File: config.mk
export PLATFORM = sky130hd
export DESIGN_NAME = train_pulse_seq
export DESIGN_NICKNAME = d
export VERILOG_FILES = /design/src/rtl/train_pulse_seq.sv
export SDC_FILE = /design/constraint.sdc
export NUM_CORES = 1
export LEC_CHECK = 0
export BUFFER_PORTS_ARGS = -buffer_cell sky130_fd_sc_hd__clkbuf_2
export CAP_MARGIN = 20
export CORE_UTILIZATION = 25
export DETAILED_ROUTE_END_ITERATION = 8
export PLACE_DENSITY = 0.44
export SLEW_MARGIN = 20
export SYNTH_ARGS = -nofsm -noshare
export SYNTH_HDL_FRONTEND = slang
export SYNTH_SLANG_ARGS = --single-unit
export TNS_END_PERCENT = 1
File: constraint.sdc
create_clock -name clk -period 2.7 [get_ports clk]
set_input_delay 0.405 -clock clk [delete_from_list [all_inputs] [get_ports clk]]
set_output_delay 0.405 -clock clk [all_outputs]
set_load 0.005 [all_outputs]
File: src/rtl/train_pulse_seq.sv
// train_pulse_seq: training-phase write pulse sequencer for the synapse array.
// Steps the DAC top-level state through a two-polarity pulse program and
// produces the per-phase pulse17/pulse27 codes that the switch cells decode.
// Optional feature: define TRAIN_SEQ_READ_EN to insert the V_READ state
// between the last CNT_2_2 and COMPLETE.
module train_pulse_seq #(
  parameter int CNT_W     = 16,
  parameter int T_SETUP   = 2,
  parameter int T_PULSE   = 4,
  parameter int T_RELEASE = 2,
  parameter int T_GAP     = 3,
  parameter int T_V2      = 5,
  parameter int N_PULSE   = 2,
  parameter int T_READ    = 4
) (
  input  logic       clk,
  input  logic       rst,
  input  logic [2:0] system_state,
  input  logic       key_state,
  input  logic       start,
  output logic [3:0] dac_top_state,
  output logic [1:0] pulse17_state,
  output logic [1:0] pulse27_state,
  output logic [7:0] pulse_cnt,
  output logic       busy,
  output logic       done
);

  // State codes are shared with the switch cells and must not change.
  typedef enum logic [3:0] {
    IDLE     = 4'd0,
    V1_2     = 4'd1,
    CNT_1_2  = 4'd2,
    V2_2     = 4'd3,
    CNT_2_2  = 4'd4,
    V_READ   = 4'd5,
    COMPLETE = 4'd6,
    V1_1     = 4'd7,
    V2_1     = 4'd8,
    CNT_1_1  = 4'd9,
    CNT_2_1  = 4'd10
  } state_t;

  // Pulse phase encoding used on pulse17_state / pulse27_state.
  localparam logic [1:0] PH_OFF     = 2'd0;
  localparam logic [1:0] PH_SETUP   = 2'd1;
  localparam logic [1:0] PH_ACTIVE  = 2'd2;
  localparam logic [1:0] PH_RELEASE = 2'd3;

  // Terminal counts: a timer starts at 0 on entry and expires at T-1.
  localparam logic [CNT_W-1:0] SETUP_LAST   = CNT_W'(T_SETUP - 1);
  localparam logic [CNT_W-1:0] PULSE_LAST   = CNT_W'(T_PULSE - 1);
  localparam logic [CNT_W-1:0] RELEASE_LAST = CNT_W'(T_RELEASE - 1);
  localparam logic [CNT_W-1:0] GAP_LAST     = CNT_W'(T_GAP - 1);
  localparam logic [CNT_W-1:0] V2_LAST      = CNT_W'(T_V2 - 1);
`ifdef TRAIN_SEQ_READ_EN
  localparam logic [CNT_W-1:0] READ_LAST    = CNT_W'(T_READ - 1);
`endif
  localparam logic [8:0]       N_PULSE_W    = 9'(N_PULSE);

  state_t           state, state_n;
  logic [CNT_W-1:0] tmr, tmr_n;
  logic [1:0]       phase, phase_n;
  logic [7:0]       cnt_n;
  logic [CNT_W-1:0] phase_last;
  logic             run;
  logic             last_rep;

  assign run           = key_state && (system_state == 3'd2);
  assign dac_top_state = state;
  assign last_rep      = !(({1'b0, pulse_cnt} + 9'd1) < N_PULSE_W);

  // Terminal count for the pulse phase currently being driven inside V1_x.
  always_comb begin
    phase_last = SETUP_LAST;
    case (phase)
      PH_ACTIVE:  phase_last = PULSE_LAST;
      PH_RELEASE: phase_last = RELEASE_LAST;
      default:    phase_last = SETUP_LAST;
    endcase
  end

  // Next-state logic: advance the program, reload timers on every transition,
  // and fall back to IDLE on abort or on an illegal state code.
  always_comb begin
    state_n = state;
    tmr_n   = tmr + CNT_W'(1);
    phase_n = phase;
    cnt_n   = pulse_cnt;

    case (state)
      IDLE: begin
        tmr_n   = '0;
        phase_n = PH_OFF;
        cnt_n   = '0;
        if (run && start) begin
          state_n = V1_1;
          phase_n = PH_SETUP;
        end
      end

      V1_1, V1_2: begin
        if (tmr == phase_last) begin
          tmr_n = '0;
          if (phase == PH_RELEASE) begin
            phase_n = PH_OFF;
            state_n = (state == V1_1) ? CNT_1_1 : CNT_1_2;
          end else begin
            phase_n = phase + 2'd1;
          end
        end
      end

      CNT_1_1, CNT_1_2: begin
        if (tmr == GAP_LAST) begin
          tmr_n   = '0;
          state_n = (state == CNT_1_1) ? V2_1 : V2_2;
        end
      end

      V2_1, V2_2: begin
        if (tmr == V2_LAST) begin
          tmr_n   = '0;
          state_n = (state == V2_1) ? CNT_2_1 : CNT_2_2;
        end
      end

      CNT_2_1: begin
        if (tmr == GAP_LAST) begin
          tmr_n   = '0;
          phase_n = PH_SETUP;
          if (last_rep) begin
            cnt_n   = '0;
            state_n = V1_2;
          end else begin
            cnt_n   = pulse_cnt + 8'd1;
            state_n = V1_1;
          end
        end
      end

      CNT_2_2: begin
        if (tmr == GAP_LAST) begin
          tmr_n = '0;
          if (last_rep) begin
            cnt_n = '0;
`ifdef TRAIN_SEQ_READ_EN
            state_n = V_READ;
`else
            state_n = COMPLETE;
`endif
          end else begin
            cnt_n   = pulse_cnt + 8'd1;
            phase_n = PH_SETUP;
            state_n = V1_2;
          end
        end
      end

`ifdef TRAIN_SEQ_READ_EN
      V_READ: begin
        if (tmr == READ_LAST) begin
          tmr_n   = '0;
          state_n = COMPLETE;
        end
      end
`endif

      COMPLETE: begin
        tmr_n   = '0;
        state_n = IDLE;
      end

      default: begin
        tmr_n   = '0;
        phase_n = PH_OFF;
        cnt_n   = '0;
        state_n = IDLE;
      end
    endcase

    if ((state != IDLE) && !run) begin
      state_n = IDLE;
      tmr_n   = '0;
      phase_n = PH_OFF;
      cnt_n   = '0;
    end
  end

  // State register with registered outputs derived from the next state, so
  // pulse codes change on the same edge as the state.
  always_ff @(posedge clk) begin
    if (rst) begin
      state         <= IDLE;
      tmr           <= '0;
      phase         <= PH_OFF;
      pulse_cnt     <= '0;
      pulse17_state <= PH_OFF;
      pulse27_state <= PH_OFF;
      busy          <= 1'b0;
      done          <= 1'b0;
    end else begin
      state         <= state_n;
      tmr           <= tmr_n;
      phase         <= phase_n;
      pulse_cnt     <= cnt_n;
      pulse17_state <= (state_n == V1_1) ? phase_n : PH_OFF;
      pulse27_state <= (state_n == V1_2) ? phase_n : PH_OFF;
      busy          <= (state_n != IDLE);
      done          <= (state_n == COMPLETE);
    end
  end

endmodule
==> results.toml <==
[route]
drt_iter0_drc = 93
first_pass_iters = 4
wl_per_cell_um = 13.8
drt-total-wl_um = 5370
route.vias.total = 1905
vias_per_cell = 4.90
drc = 0
antenna_left = 0

[power]
ir_drop_uv = 186
total_power_mw = 1.11
leakage_nw = 1.00
cellPowerDensity_nw_per_um2 = 434

[clock_network]
clk_pin_slew_ns = 0.08
cts_tree = "yes"
clk_latency_ns = 0.29
clockRootBuffer = "clkbuf_8"
clkSinkCount = 36
cts_buffers = 5
cts_max_path_buffers = 2
cts_hold_buf = 0
cts.htree.levels = 2

[yosys]
synthArstFlopShare_pct = 0
synthesis.area_um2 = 2010
seq_area_frac_synth_pct = 35.8
synth_compound_area_share_pct = 14.6
ys_warn_count = 0
synth_mux_area_share_pct = 0.994
synth-xor-area-share_pct = 5.66
synthCells = 247
synth_edf_count = 0
yosys.area_share.simple_pct = 34.5
avgSynthCellArea_um2 = 8.15
synthAdderAreaFrac_pct = 4.23
synthesis.nets = 260
ys_types = 52
ys_ff_latch = 36
synth_top_family_by_area = "simple AND/OR/NAND/NOR gates"
synthFlopType = "dfxtp_1"

[sta]
tightest_slew_ns = 0.488
hold_violations = 0
finalCritPeriodShare_pct = 95.4
fmax_ghz = 0.388
relSlewSlack_pct = 67.1
drv_slew = 0
rsz0062_at_grt = "false"
post-route-min-period_ns = 2.58
finalSetupViolCount = 0
clock_skew_ns = 0.00460
tns_ns = 0

[setup_path]
crit_arrival_ns = 2.79
cp.required_ns = 2.91
path_class = "reg -> reg"
start_kind = "flip-flop"
cp_max_fo = 4
cp-end-kind = "flip-flop"

[floorplanning]
initial_core_util_pct = 25.9
dieArea_um2 = 8420
die-height_um = 91.7
fp.dieW_um = 91.7
ioPinCount = 25
rows = 32
core_area_um2 = 7770

[min_path]
hold_path_class = "in -> reg"

[placed_design]
routabilityCongestion = 0.886
dpl.hpwl_um = 3940
portBuffers = 24

[cells_and_area]
finish.utilization_pct = 32.8
diodes = 0
area_delta_synth_final_pct = 26.6
final_common_cell = "nor2_1"
final_cell_mix = "nor2_1 (35), dfxtp_1 (33), clkbuf_2 (24)"
drive_above_1_share_pct = 26.8
multi_input_area_um2 = 1290
final-seq-area_um2 = 724
nFillCells = 816
nNetsFinal = 299

[global_route]
grt_util_all_layers_pct = 13.5
antenna_found_initial = 0
grt_pass1_vias = 1835
grt_pass1_wl_um = 8950
grt_max_degree = 17
grt-ovfl-total = 0

[job]
maxCapViolCount = 0

[run_status]
status = "complete, no violations"
[registers in the layout, indices dropped and copies added (netlist names)]
name           flops
dac_top_state      4
pulse17_state      2
pulse_cnt          8
busy               1
done               1
pulse27_state      2
phase              2
tmr               16
[critical path: stages, from the launching register on]
cell	delay [ns]
dfxtp_1	0.34
or4_4	0.56
or4_4	0.58
o41ai_4	0.29
a311o_2	0.16
nor3_2	0.05
or2_4	0.27
nor4b_2	0.25
[path summary, 6_finish.rpt]
path                      from          endpoint  slack, ns  depth (start not counted)
setup reg to reg       tmr[12]  pulse17_state[0]       0.12                          7
hold reg to reg   pulse_cnt[7]      pulse_cnt[7]       0.49                          1
hold / removal             rst          phase[1]       0.29                          2
setup / recovery       tmr[12]  pulse17_state[0]       0.12                          7
[metrics by stage]
stage,hold slack (ns),instance area [um2],std cells,setup slack (ns)
4_1_cts,0.285,2440,387,0.0107
2_1_floorplan,0.464,2010,247,0.133
3_5_place_dp,0.478,2350,379,0.0274
5_1_grt,0.310,2550,389,0.00286
3_3_place_gp,0.470,2350,379,0.0403
6_report,0.289,2550,389,0.125
[logic make-up after synthesis]
| group | Yosys count |
|---|---|
| xor gates and xnor gates | 13 |
| and+or+nand+nor | 123 |
| adders and majority gates | 7 |
| AOI/OAI and AO/OA | 44 |
| buffers and inverters | 22 |
| DFF | 36 |
| muxes | 2 |
[report_power, final]
part           leakage [nW]  internal (mW)  switching (mW)
Sequential            0.292          0.538         0.00934
Clock                0.0445          0.208           0.204
Combinational         0.668         0.0603          0.0886
Total                  1.00          0.806           0.302
[synth_stat cells, drive strengths merged, types with 5 or more instances]
cell type  instances  area share [%]
nand4              6             1.9
nand2             14             2.6
o21ai             16             4.0
nand3              9             2.2
nor3              10             3.0
ha                 6             3.7
clkbuf             9             1.7
a21oi              8             2.0
xor2               9             3.9
and2              11             3.4
nor2              36             6.7
inv               10             1.9
or4                5             2.2
nor4               5             2.2
dfxtp             36              36
[metal layers]
metal / global-route usage, % / wire length (um) / part of all wire [%] / vias to the layer above
met2: 21.2 / 2440 / 45 / 62
li1: - / - / - / 955
met3: 3.23 / 302 / 5.6 / 16
met1: 17.1 / 2490 / 46 / 872
met5: 0 / 0 / 0 / -
met4: 7.29 / 136 / 2.5 / 0
[cell type report]
type | instances | area share [%]
multi-input combinational | 189 | 50.8
sequential | 36 | 28.4
timing repair buffer | 44 | 10.6
tap | 102 | 5.01
clock buffer | 7 | 3.39
inverter | 10 | 1.47
clock inverter | 1 | 0.295
[timing repair]
action,4_1_cts,5_1_grt
endpoints found under the setup margin,0,21
setup buffers,0,2
resized for setup,0,20
Note: power is estimated with default switching activity, not from simulation.
